[src/rtl/score_counter.sv]
// score_counter: packed-BCD game score engine with milestone pulse.
// Counts one point per TICKS_PER_POINT game ticks while a run is active,
// clears on start, freezes on game over and saturates at all nines.
// Optional high-score register is built when SCORE_HIGH_SCORE_EN is defined;
// otherwise o_high_score is tied to zero.
module score_counter #(
  parameter int unsigned NUM_DIGITS      = 4,
  parameter int unsigned TICKS_PER_POINT = 2,
  parameter int unsigned MILESTONE_DIGIT = 2
) (
  input  logic                    clk,
  input  logic                    rst,
  input  logic                    i_game_tick,
  input  logic                    i_game_start,
  input  logic                    i_game_over,
  output logic [4*NUM_DIGITS-1:0] o_score,
  output logic                    o_running,
  output logic                    o_milestone,
  output logic [4*NUM_DIGITS-1:0] o_high_score
);

  localparam int unsigned SCORE_W = 4 * NUM_DIGITS;
  localparam int unsigned PRE_W   = 8;
  localparam logic [SCORE_W-1:0] SCORE_MAX = {NUM_DIGITS{4'h9}};
  localparam logic [PRE_W-1:0]   PRE_LAST  = PRE_W'(TICKS_PER_POINT - 1);

  typedef enum logic [1:0] {
    IDLE    = 2'd0,
    RUNNING = 2'd1,
    OVER    = 2'd2
  } state_t;

  state_t             state;
  state_t             state_next;
  logic [PRE_W-1:0]   prescaler;
  logic [PRE_W-1:0]   prescaler_next;
  logic [SCORE_W-1:0] score_next;
  logic [SCORE_W-1:0] score_inc;
  logic               milestone_next;
  logic               running_next;
  logic               carry;
  logic               carry_into_ms;

  // BCD ripple +1 of the current score; also reports a carry into the milestone digit
  always_comb begin
    score_inc     = o_score;
    carry         = 1'b1;
    carry_into_ms = 1'b0;
    for (int unsigned d = 0; d < NUM_DIGITS; d++) begin
      if (d == MILESTONE_DIGIT) begin
        carry_into_ms = carry;
      end
      if (carry) begin
        if (o_score[4*d +: 4] == 4'd9) begin
          score_inc[4*d +: 4] = 4'd0;
        end else begin
          score_inc[4*d +: 4] = o_score[4*d +: 4] + 4'd1;
          carry               = 1'b0;
        end
      end
    end
  end

  // State register
  always_ff @(posedge clk or posedge rst) begin
    if (rst) begin
      state <= IDLE;
    end else begin
      state <= state_next;
    end
  end

  // Next-state logic; game over beats any simultaneous start while running
  always_comb begin
    state_next = state;
    unique case (state)
      IDLE, OVER: if (i_game_start) state_next = RUNNING;
      RUNNING:    if (i_game_over)  state_next = OVER;
      default:    state_next = IDLE;
    endcase
  end

  // Output/datapath next values: clear on start, count qualified ticks, hold otherwise
  always_comb begin
    score_next     = o_score;
    prescaler_next = prescaler;
    milestone_next = 1'b0;
    running_next   = (state_next == RUNNING);
    unique case (state)
      IDLE, OVER: begin
        if (i_game_start) begin
          score_next     = '0;
          prescaler_next = '0;
        end
      end
      RUNNING: begin
        if (i_game_over) begin
          score_next = o_score;
        end else if (i_game_start) begin
          score_next     = '0;
          prescaler_next = '0;
        end else if (i_game_tick) begin
          if (prescaler == PRE_LAST) begin
            prescaler_next = '0;
            if (o_score != SCORE_MAX) begin
              score_next     = score_inc;
              milestone_next = carry_into_ms;
            end
          end else begin
            prescaler_next = prescaler + PRE_W'(1);
          end
        end
      end
      default: begin
        score_next     = '0;
        prescaler_next = '0;
      end
    endcase
  end

  // Registered outputs and prescaler
  always_ff @(posedge clk or posedge rst) begin
    if (rst) begin
      prescaler   <= '0;
      o_score     <= '0;
      o_running   <= 1'b0;
      o_milestone <= 1'b0;
    end else begin
      prescaler   <= prescaler_next;
      o_score     <= score_next;
      o_running   <= running_next;
      o_milestone <= milestone_next;
    end
  end

`ifdef SCORE_HIGH_SCORE_EN
  // High score captures the frozen score in the first OVER cycle; packed BCD orders like decimal
  always_ff @(posedge clk or posedge rst) begin
    if (rst) begin
      o_high_score <= '0;
    end else if ((state == OVER) && (o_score > o_high_score)) begin
      o_high_score <= o_score;
    end
  end
`else
  assign o_high_score = '0;
`endif

endmodule

[config.mk]
export PLATFORM = sky130hd
export DESIGN_NAME = score_counter
export DESIGN_NICKNAME = d
export VERILOG_FILES = /design/src/rtl/score_counter.sv
export SDC_FILE = /design/constraint.sdc
export NUM_CORES = 1
export LEC_CHECK = 0
export BUFFER_PORTS_ARGS = -buffer_cell sky130_fd_sc_hd__buf_4
export CAP_MARGIN = 30
export CORE_MARGIN = 4
export CORE_UTILIZATION = 45
export CTS_BUF_LIST = sky130_fd_sc_hd__clkbuf_8
export DETAILED_ROUTE_END_ITERATION = 10
export PLACE_DENSITY_LB_ADDON = 0.08
export SYNTH_ARGS = -nofsm -noshare
export SYNTH_HDL_FRONTEND = slang
export SYNTH_SLANG_ARGS = --single-unit
[constraint.sdc]
create_clock -name clk -period 1.9 [get_ports clk]
set_input_delay 0.095 -clock clk [delete_from_list [all_inputs] [get_ports clk]]
set_output_delay 0.095 -clock clk [all_outputs]
set_load 0.1 [all_outputs]
* Yosys cells after proc, flatten, opt, wreduce, memory -nomap -nowiden
Index checks and enable logic that the tools add are counted. W data, S select, Z words.
Word-level totals: register bits 28, latch bits 0, memory bits (writable) 0, memory bits (read-only) 0, input port bits 5, output and inout port bits 34, word-level logic and storage cells 71, memories kept 0
Operators by class: add/subtract/negate cells 5, multiply operators 0, div/mod/pow operators 0, order comparisons 0, equality and inequality tests 17, shifts and indexed selects 0, multiplexer cells 34, bitwise operators 0, reduce and logical (&&, ||, !) cells 7
Operators by type and width (number):
- $mux W16 | 6
- $mux W8 | 5
- $pmux W16 S2 | 1
- $mux W4 | 7
- $ne A3 B3 Y1 const B | 6
- $reduce_and A6 Y1 | 3
- $add A4 B1 Y4 const B | 4
- $eq A4 B4 Y1 const B | 4
- $ne A16 B16 Y1 const B | 1
- $pmux W8 S2 | 1
- $mux W1 | 11
- $add A8 B1 Y8 const B | 1
- $eq A8 B1 Y1 const B | 1
- $reduce_and A5 Y1 | 1
- $eq A2 B1 Y1 const B | 2
- $mux W2 | 2
- $ne A2 B2 Y1 const B | 2
- $pmux W2 S2 | 1
- $reduce_and A3 Y1 | 1
- $eq A2 B2 Y1 const B | 1
- $logic_not A2 Y1 | 1
- $reduce_or A2 Y1 | 1

* Depth between registers and ports, before layout
Gate-level depths: netlist of run 1.
word-level depth 11, depth in mapped cells 7, depth with buffers taken out 7

* Least setup slack after synthesis of run 1
Ideal clock, no wire load.
path kind register -> register, start point reg o_score[8], end point reg o_score[2], library setup time 93 ps, data arrival time 2553 ps, required time 1807 ps, path slack -745 ps, cell stages (with the launch flop) 7, buffers on the path 0, period minus slack after synthesis 2645 ps, path through dfrtp_1 ha_1 nand3b_1 or2_2 o311ai_1 o21ai_0 o21ai_0
Between the ends: word-level cells in the longest chain between the ends 3
RTL lines:
- from (decl) | RTL line 16 | output logic [4*NUM_DIGITS-1:0] o_score,
- from (signal assigned) | RTL line 130 | o_score <= score_next;
- $ne A16 B16 Y1 | RTL line 105 | if (o_score != SCORE_MAX) begin
- $ne A3 B3 Y1 (no source line)
- $reduce_and A5 Y1 (no source line)
Every way passes these cells. A chain may end at the register's enable or synchronous reset.

* Worst setup path in the final report of run 1
start point reg prescaler[7], end point reg o_score[5]
Between the ends: word-level cells in the longest chain between the ends 3
RTL lines:
- from (decl) | RTL line 35 | logic [PRE_W-1:0] prescaler;
- from (signal assigned) | RTL line 129 | prescaler <= prescaler_next;
- $eq A8 B1 Y1 | RTL line 103 | if (prescaler == PRE_LAST) begin
- $ne A3 B3 Y1 (no source line)
- $reduce_and A6 Y1 (no source line)
Every way passes these cells.

==> run summary, run 1 <==
The run finished, with violations left. The final reports fail on setup timing. The number of distinct library cells after synthesis came out at 42. After global routing the overflow that remains totals 0. The leakage power total came out at 1.05 nW. The via count of the first global-routing pass is 1484. The final period demand of the worst path came out at 1.94 ns. Yosys attributes the largest share of cell area to sky130_fd_sc_hd__dfrtp_1 (40%), sky130_fd_sc_hd__ha_1 (7.1%), sky130_fd_sc_hd__buf_4 (6.8%). The cell at the root of the clock tree is sky130_fd_sc_hd__clkbuf_8. The post-layout utilization of the core came out at 62.0%. The region available for standard cell placement spans 3720 um^2.

The count of flip-flops with a built-in enable after synthesis came out at 0. The final hold violation count is 0. No sink is reached through more buffers than the 2 on the longest clock path. The portion of the clock cycle consumed by the worst path in the final layout is 102%. The cell type with the highest aggregate area in the netlist is sky130_fd_sc_hd__dfrtp_1.

For this design the ratio of total power to cell area is 653 nW/um^2. For this run, the leading register cell type out of synthesis is sky130_fd_sc_hd__dfrtp_1. For this run, the top clock speed supported by timing is 514 MHz. The required time of the critical path is 2.06 ns. The die outline area came out at 4990 um^2. After the last flow step, the layout net total stands at 257. The largest vdd supply drop is 0.422 mV. At the end of routability-driven placement, the weighted congestion stood at 0.869. The startpoint identified for the worst hold timing path is i_game_over. The register area share after synthesis is 39.7%. The top fanout value on the critical path came out at 6. The die extent in y came out at 70.6 um. The proportion of synthesized flip-flops having asynchronous set or reset came out at 100%. The average cell area after synthesis came out at 9.20 um^2. The number of remaining DRC errors came out at 0. Entering global routing, the biggest net connects 16 pins.

The total wire length after detailed routing came out at 4220 um. Measured along the x axis, the die boundary spans 70.6 um. The post-route worst setup slack came out at -0.0443 ns. The initial detailed-routing violation count is 113. Setup violations remaining at the end of the flow were counted as 5. The count of buffers inserted at the top-level ports is 22.

The clock insertion delay at the later pin of the skew report is 0.27 ns. The setup path with the least slack is of type register to register. TritonCTS built the clock tree.

The data arrival at the endpoint of the critical path is 2.11 ns. The total routing usage reported by global routing is 17.0%. The clock transition at the registers of the reported paths is 0.10 ns. The share of synthesized area in the top cell type comes to 39.7%. The number of antenna diodes in the final layout is 0. The tightest hold path in the finished design has a slack of 0.102 ns. STA classifies the critical path startpoint as a register. The post-layout instance count excluding filler cells came out at 289.

The first global-routing pass estimated 7010 um of wire. The nature of the critical path endpoint is a register. The number of buffers added by the clock tree synthesis step came out at 3. The synthesized cell area is 1770 um^2. The number of slew-limit violations in the final report came out at 0. The number of warning messages in the yosys log is 0. Detailed placement ended at an HPWL of 3140 um. The count of vias placed by the detailed router is 1563. The layout has 325 filler cells. Setup repair after global routing could not meet its margin everywhere.

In the synthesized netlist, the number of instances is 192. In this run the critical register-to-register path is launched from prescaler[7]. The initial core utilization came out at 47.5%. The register bit count reported by yosys is 28. Dividing the detail-routed wire length by the instance count gives 14.6 um. The worst hold path was traced through 3 stages. The number of max-cap violations came out at 0. The average vias per placed instance came out at 5.41.

The tree built by TritonCTS fans out to 28 sinks. The placed instance count is 279. Counting cells, the worst reg-to-reg path comes to 5.

Once detail routing completed, the nets flagged for antenna violations numbered 0. The total iterations of the first detailed-routing run came out at 4. The hold path endpoint is state[1]. The count of standard-cell rows came out at 22.

The number of antenna violations at the first check in global routing came out at 0. The cell area reported after detailed placement came out at 2160 um^2. The ratio of cells with drive above 1 in the final layout came out at 38.2%.

The reg2reg setup slack came out at -0.04 ns. The area growth from synthesis to layout came out at 30.4%. The worst clock skew is 0.00246 ns. In this run the worst hold path is classified as input port to register. In this run the number of H-tree levels came out at 1. During I/O placement, the number of pins put on the boundary was 39. The summed area of non-filler cells in the final layout is 2300 um^2. In this run the critical register-to-register path is captured at o_score[5].
-- sequential cells by signal (all words and copies together), names as in the netlist --
signal       cells
state            2
o_score         16
o_running        1
o_milestone      1
prescaler        8
-- cell usage in the layout, fill, tap and decap left out, types with 2 or more instances in the layout --
master,instances
sky130_fd_sc_hd__inv_2,2
sky130_fd_sc_hd__o21ai_1,11
sky130_fd_sc_hd__o31ai_1,6
sky130_fd_sc_hd__o22ai_1,4
sky130_fd_sc_hd__o41ai_2,3
sky130_fd_sc_hd__a31oi_1,3
sky130_fd_sc_hd__conb_1,16
sky130_fd_sc_hd__nor2_1,9
sky130_fd_sc_hd__buf_4,49
sky130_fd_sc_hd__or4_1,2
sky130_fd_sc_hd__nand3_1,10
sky130_fd_sc_hd__inv_1,6
sky130_fd_sc_hd__dfrtp_2,9
sky130_fd_sc_hd__or2_4,2
sky130_fd_sc_hd__clkbuf_8,4
sky130_fd_sc_hd__dfrtp_4,7
sky130_fd_sc_hd__or4_4,3
sky130_fd_sc_hd__and3b_1,2
sky130_fd_sc_hd__o21ai_0,10
sky130_fd_sc_hd__nand2_1,17
sky130_fd_sc_hd__dfrtp_1,12
sky130_fd_sc_hd__a21oi_1,5
sky130_fd_sc_hd__nand2b_1,2
sky130_fd_sc_hd__mux2i_1,3
sky130_fd_sc_hd__nand4_1,3
sky130_fd_sc_hd__nor3_1,2
sky130_fd_sc_hd__ha_1,9
sky130_fd_sc_hd__mux2_2,3
sky130_fd_sc_hd__nand3b_1,5
sky130_fd_sc_hd__and3_1,3
-- how the worst max path moves through the flow --
stage | endpoint | slack [ns] | cells past startpoint | from
floorplan | o_score[12] | -0.08 | 7 | o_score[5]
global placement | o_score[5] | -0.04 | 7 | prescaler[1]
detailed placement | o_score[4] | -0.06 | 6 | prescaler[1]
CTS | o_score[5] | -0.06 | 5 | prescaler[6]
global route | o_score[12] | -0.11 | 6 | prescaler[4]
finish | o_score[5] | -0.04 | 5 | prescaler[7]
-- repair_timing --
item | CTS | global route
setup endpoints to repair | 9 | 20
pin swaps | 5 | 5
buffers inserted | 2 | 3
resized for setup | 9 | 11
endpoints found under the hold margin | 11 | 0
hold buffers | 1 | 0
-- routing by layer --
layer	part of all wire [%]	track usage, %
met1	45	22.1
met4	0.88	2.51
met3	4.8	3.27
met5	0	0
met2	50	29.9
-- power breakdown --
part	switching (mW)	internal, mW
registers	0.0189	0.616
clock network	0.189	0.186
logic	0.358	0.136
total	0.566	0.938
-- Yosys cell counts (all sizes together) (3+ instances only) --
| cell type | instances |
|---|---|
| a21oi | 6 |
| or4 | 5 |
| ha | 10 |
| o22ai | 4 |
| nor2 | 9 |
| nand3 | 11 |
| o31ai | 6 |
| o21ai | 22 |
| nand2 | 17 |
| dfrtp | 28 |
| nor3 | 3 |
| nand4 | 3 |
| clkbuf | 4 |
| o41ai | 3 |
| mux2i | 3 |
| mux2 | 3 |
| buf | 17 |
| or2 | 3 |
| and3 | 3 |
| nand3b | 5 |
| inv | 8 |
| a31oi | 3 |
-- cell type report --
class	count	area, um^2	share of cell area, %
repair buffers	51	389	16.9
flip-flops and latches	28	738	32.1
clock buffers	4	55.1	2.39
multi-input cells	150	1030	44.7
well taps	48	60.1	2.61
inverters	8	30.0	1.30
-- worst max-delay path: stages, from the launching register on --
cell and delay, ns:
sky130_fd_sc_hd__dfrtp_1 0.39, sky130_fd_sc_hd__or4_4 0.57, sky130_fd_sc_hd__or2_4 0.30, sky130_fd_sc_hd__or4_1 0.39, sky130_fd_sc_hd__o211ai_1 0.09, sky130_fd_sc_hd__o21ai_1 0.09
-- kinds of logic after synthesis --
logic type      count (synthesis)  synth area share [%]
simple gates                   67                  21.5
compound gates                 51                  18.3
buf+inv                        29                  9.64
flops                          28                  39.7
fa+ha+maj                      10                  7.09
mux                             6                  3.61
other cells                     1                 0.212
-- through the flow --
| step | power (mW) | TNS, ns | worst slack [ns] |
|---|---|---|---|
| floorplan | 1.03 | -0.226 | -0.0827 |
| global placement | 1.11 | -0.0864 | -0.0378 |
| detailed placement | 1.12 | -0.299 | -0.0632 |
| CTS | 1.50 | -0.115 | -0.0556 |
| global route | 1.58 | -1.10 | -0.114 |
| finish | 1.50 | -0.0789 | -0.0443 |
No activity file was read; power rests on OpenSTA's default activity.
==> run 2, diff against run 1 <==
--- a/config.mk
+++ b/config.mk
@@ -7,8 +7,10 @@
 export LEC_CHECK = 0
 export BUFFER_PORTS_ARGS = -buffer_cell sky130_fd_sc_hd__buf_4
 export CAP_MARGIN = 30
+export CELL_PAD_IN_SITES_DETAIL_PLACEMENT = 0
+export CELL_PAD_IN_SITES_GLOBAL_PLACEMENT = 1
 export CORE_MARGIN = 4
-export CORE_UTILIZATION = 45
+export CORE_UTILIZATION = 38
 export CTS_BUF_LIST = sky130_fd_sc_hd__clkbuf_8
 export DETAILED_ROUTE_END_ITERATION = 10
 export PLACE_DENSITY_LB_ADDON = 0.08
==> run summary, run 2 (same netlist as run 1, synthesis figures left out) <==
The run finished, with violations left. The checks that failed: setup timing. The count of buffers inserted at the top-level ports is 22. The number of routed nets with antenna violations is 0.

The initial detailed-routing violation count is 57. The diode insertion count for antenna repair came out at 0. The die outline area is 5800 um^2.

The leakage power total came out at 1.08 nW. The worst min-delay path category is input port to register. The total power came out at 1.56 mW.

The wire length on met2 came out at 2340 um. The number of max-cap violations is 0. The largest vdd supply drop came out at 0.273 mV. The required time of the critical path is 2.07 ns. The share of total power in combinational logic is 34.5%. The type of origin of the critical path is a register. The root buffer cell chosen for the clock tree is sky130_fd_sc_hd__clkbuf_8. The initial core utilization came out at 40.0%.

OpenSTA, run right after detailed placement, puts the worst setup slack at -0.102 ns. The number of nets in the final layout came out at 263. More flip-flops sit in one register than any other, and that register is o_score.

The register with the most flip-flops in the layout has 16 of them. The core region is 4410 um^2. The number of remaining DRC errors came out at 0. The count of standard-cell rows is 24. The worst clock skew is 0.00424 ns. The power per cell area is 641 nW/um^2. The via count of the first global-routing pass came to 1641. The placed instance count is 284. The final critical path takes up 106% of the cycle. The final hold violation count came out at 0.

The fraction of power consumed by the clock network is 24.4%. The half-perimeter wire length after detailed placement came out at 3320 um. The clock net sink count is 28.

The count of fill cells added during filler insertion is 408. The number of instances on the worst hold path is 3. The highest metal layer carrying signal wires in the routed design is met4. Leaving out fill and tap cells, the most frequent cell in the layout is sky130_fd_sc_hd__buf_4. The final period demand of the worst path came out at 2.01 ns. The number of slew-limit violations in the final report is 0. The CTS tree is done. The width of the die is 76.2 um.

In the layout the commonest cells are sky130_fd_sc_hd__buf_4 (53), sky130_fd_sc_hd__nand2_1 (16), sky130_fd_sc_hd__conb_1 (16). The global route total overflow came out at 0. The routed design has 4600 um of wire. The largest net degree at the start of global routing came out at 29. In this run the vertical extent of the chip is 76.2 um. The number of buffers added by the clock tree synthesis step is 3. The CTS H-tree depth came out at 1. The maximum frequency from static timing analysis is 498 MHz.

The clock transition at the registers of the reported paths is 0.10 ns. The total of endpoints with negative setup slack in the final report is 8. The count of vias placed by the detailed router is 1612. The area growth from synthesis to layout came out at 37.4%.

The worst setup path is captured at a register. Wire segments on met3 add up to 200 um in the final route. The share of total power consumed by net switching came out at 38.2%.

Setup repair after global routing could not meet its margin everywhere. The internal portion of the total power is 961 uW. Setup slack on the critical path of the routed design comes to -0.107 ns. The met1 routed wirelength after detailed routing came out at 1960 um. Cells with a size suffix above 1 make up 41.7% of the layout.

The mean routed wirelength per cell came out at 15.4 um. The first global-routing pass estimated 7450 um of wire. The post-layout instance count excluding filler cells is 299.

The last weighted congestion value of the routability-driven placer is 0.829. The number of top-level pins came out at 39. For the worst flop-to-flop path, the logic depth is 5. The switching power is 594 uW.

Counting along the longest clock path gives a buffer depth of 2. The data arrival at the endpoint of the critical path is 2.18 ns. Before antenna repair, the detailed router went through 4 iterations. By startpoint and endpoint, the worst setup path is classified as register to register. The average vias per placed instance is 5.39. The share of total power dissipated in sequential elements is 41.1%. For the worst-skew pair, the clock arrives at the later sink with an insertion delay of 0.28 ns. The number of antenna violations at the first check in global routing came out at 0. Global routing consumed, over all layers together, 15.3% of the routing resources. The top fanout value on the critical path is 6. In the final layout, the registers with the most flip-flops are o_score (16), prescaler (8), state (2).
run 2: routing by layer:
layer	track usage [%]	vias to the layer above
met5	0	-
met4	6.64	0
met3	2.48	12
met2	26.5	50
met1	18.7	775
li1	-	775
run 2: cell type report:
| type | instances | area (um^2) | area share, % |
|---|---|---|---|
| multi-input combinational | 150 | 1090 | 44.8 |
| sequential | 28 | 738 | 30.4 |
| timing repair buffer | 57 | 450 | 18.6 |
| tap | 52 | 65.1 | 2.68 |
| clock buffer | 4 | 55.1 | 2.27 |
| inverter | 8 | 30.0 | 1.24 |
run 2: worst max-delay path, stage by stage (launching register included):
cell and delay [ns]:
sky130_fd_sc_hd__dfrtp_1 0.39, sky130_fd_sc_hd__or4_4 0.59, sky130_fd_sc_hd__or2_4 0.31, sky130_fd_sc_hd__or4_4 0.42, sky130_fd_sc_hd__o211ai_1 0.11, sky130_fd_sc_hd__o21ai_1 0.09
run 2: timing repair:
item	4_1_cts	5_1_grt
hold endpoints to repair	28	0
pin swaps	6	10
endpoints found under the setup margin	8	25
hold buffers	1	0
buffers inserted	1	9
gates resized for setup	5	29
run 2: path summary, 6_finish.rpt:
| path | from | endpoint | slack, ns |
|---|---|---|---|
| worst max-delay path | prescaler[7] | o_score[5] | -0.11 |
| worst min-delay path | i_game_over | state[1] | 0.12 |
| worst max register to register | prescaler[7] | o_score[5] | -0.11 |
| worst min register to register | o_score[3] | o_score[3] | 0.50 |
| max in group asynchronous | rst | o_score[12] | 1.14 |
| min in group asynchronous | rst | prescaler[6] | 0.45 |
run 2: stage by stage:
step	setup TNS (ns)	cell area, um^2	hold WS (ns)	utilization, %
4_1_cts	-0.115	2250	0.111	51.0
5_1_grt	-1.48	2430	0.110	55.0
3_5_place_dp	-0.222	2170	0.206	49.1
2_1_floorplan	-0.226	1900	0.160	-
3_3_place_gp	-0.0975	2170	0.200	49.1
6_report	-0.370	2430	0.116	55.0
run 2: power by group through the flow:
stage	clock (mW)	sequential (mW)	combinational (mW)
2_1_floorplan	0	0.684	0.342
3_5_place_dp	0	0.647	0.480
5_1_grt	0.430	0.641	0.568
3_3_place_gp	0	0.646	0.471
4_1_cts	0.394	0.634	0.487
6_report	0.380	0.638	0.537
==> run 3, diff against run 2 <==
--- a/config.mk
+++ b/config.mk
@@ -14,6 +14,7 @@
 export CTS_BUF_LIST = sky130_fd_sc_hd__clkbuf_8
 export DETAILED_ROUTE_END_ITERATION = 10
 export PLACE_DENSITY_LB_ADDON = 0.08
+export SKIP_CTS_REPAIR_TIMING = 1
 export SYNTH_ARGS = -nofsm -noshare
 export SYNTH_HDL_FRONTEND = slang
 export SYNTH_SLANG_ARGS = --single-unit
==> run summary, run 3 (same netlist as run 1, synthesis figures left out) <==
The flow ran to the end, but the final reports show violations. The checks that failed: setup timing. The worst min-delay path category is input port to register. The clock net sink count came out at 28. Setup repair after global routing could not meet its margin everywhere.

The initial detailed-routing violation count is 63. The number of flip-flops in the largest register came out at 16. After clock tree synthesis, the clock-pin slew on the worst setup and hold paths is 0.10 ns. The total of endpoints with negative setup slack in the final report is 3. Across the VDD grid, the largest voltage drop is 0.266 mV. The number of buffers added by the clock tree synthesis step came out at 3.

The depth of the worst register-to-register path is 5. The worst clock skew came out at 0.00657 ns. The worst hold path terminates at state[1]. The number of antenna violations at the first check in global routing came out at 0. The die extent in y is 76.2 um.

After layout, the minimum clock period comes to 1.97 ns. In this run the worst path has a maximum fanout of 6. From left edge to right edge, the die measures 76.2 um. The largest net degree at the start of global routing came out at 29. The via count of the first global-routing pass is 1609. For this run, the number of standard cells in the final layout without fillers is 295. o_score holds more flip-flops than any other register.

The portion of the clock cycle consumed by the worst path in the final layout is 104%. In the final layout, the share of cells above drive strength 1 is 40.3%. The placed instance count came out at 284. The cell area reported after detailed placement is 2170 um^2. The number of top-level pins is 39. The area of combinational cells with multiple inputs is 1060 um^2.

The type of origin of the critical path is a register. The number of instances on the worst hold path is 3. In this run the most critical hold path is launched from i_game_over. STA classifies the critical path endpoint as a register. In the layout the commonest cells are sky130_fd_sc_hd__buf_4 (49), sky130_fd_sc_hd__nand2_1 (16), sky130_fd_sc_hd__conb_1 (16).

The worst setup path is of the register to register kind. The final-layout setup total negative slack is -0.116 ns. The diode insertion count for antenna repair is 0. In this run the static leakage power is 1.05 nW. The mean routed wirelength per cell is 15.1 um. The post-layout utilization of the core is 53.4%. After floorplanning, the core was divided into 24 placement rows.

Data on the critical path arrives at its endpoint at 2.15 ns. The required time of the critical path came out at 2.07 ns. The startpoint of the worst register-to-register path is prescaler[7]. The number of max-cap violations came out at 0. The maximum frequency from static timing analysis came out at 507 MHz. The post-route worst setup slack is -0.0736 ns. The library cell used most frequently in the layout, excluding fill and tap cells, is sky130_fd_sc_hd__buf_4. The total power came out at 1.52 mW. The worst-case hold slack came out at 0.116 ns.

The total wire length after detailed routing came out at 4460 um. The routed layout has 1588 vias. The die outline area came out at 5800 um^2. The number of nets in the final layout came out at 259. Power spread over the standard cell area amounts to 644 nW/um^2. In the routed design, unresolved DRC markers number 0. CTS placed an instance of sky130_fd_sc_hd__clkbuf_8 at the clock tree root.

The number of slew-limit violations in the final report is 0. The pre-CTS worst setup slack came out at -0.102 ns. The final hold violation count is 0. The largest registers in the layout are o_score (16), prescaler (8), state (2).

The finished cells cover 2360 um^2. TritonCTS built the clock tree. The count of fill cells added during filler insertion came out at 412. The average vias per placed instance is 5.38. The half-perimeter wire length after detailed placement is 3320 um.

Counting along the longest clock path gives a buffer depth of 2. Global routing used 15.1% of the available tracks across all layers. The reg2reg setup slack is -0.07 ns. From synthesis to final layout, the design area changed by 33.5%. The last weighted congestion value of the routability-driven placer came out at 0.829.

In the final layout, flip-flops and latches occupy 738 um^2. The count of buffers added on input and output ports is 22. The CTS H-tree depth came out at 1. Summed over all layers, the global routing overflow is 0. The end of the worst register-to-register path is o_score[5].

The standard cell core area is 4410 um^2. The first global-routing pass estimated 7340 um of wire. Once the floorplan was initialized, standard cells occupied 40.0% of the core. The first TritonRoute pass finished after 4 iterations. The number of routed nets with antenna violations is 0. The clock insertion delay at the later pin of the skew report is 0.28 ns.
run 3: where the power goes:
| part | switching, mW | internal (mW) |
|---|---|---|
| registers | 0.0212 | 0.616 |
| logic | 0.359 | 0.138 |
| clock network | 0.197 | 0.186 |
| total | 0.577 | 0.940 |
run 3: worst max path at each step:
stage	end	cells past startpoint	from	slack, ns
6_report	o_score[5]	5	prescaler[7]	-0.07
5_1_grt	o_score[5]	7	prescaler[1]	-0.14
4_1_cts	o_score[5]	7	prescaler[1]	-0.11
3_5_place_dp	o_score[5]	7	prescaler[1]	-0.10
3_3_place_gp	o_score[5]	7	prescaler[1]	-0.03
2_1_floorplan	o_score[12]	7	o_score[5]	-0.08
run 3: area by class of cell:
| cell class | count | area share (%) |
|---|---|---|
| inverters | 8 | 1.27 |
| repair buffers | 53 | 17.5 |
| multi-input cells | 150 | 44.9 |
| flip-flops and latches | 28 | 31.3 |
| clock buffers | 4 | 2.34 |
| well taps | 52 | 2.76 |
run 3: critical path, stage by stage (launching register included):
cell and delay (ns):
sky130_fd_sc_hd__dfrtp_1 0.39, sky130_fd_sc_hd__or4_4 0.57, sky130_fd_sc_hd__or2_4 0.30, sky130_fd_sc_hd__or4_4 0.42, sky130_fd_sc_hd__o211ai_1 0.10, sky130_fd_sc_hd__o21ai_1 0.09
run 3: per-layer routing:
metal  share of wire, %  global-route usage [%]  vias up
li1                   -                       -      771
met5                  0                       0        -
met2                 51                    25.8       39
met1                 44                    18.6      772
met3                3.8                    2.60        6
met4                1.2                    6.29        0
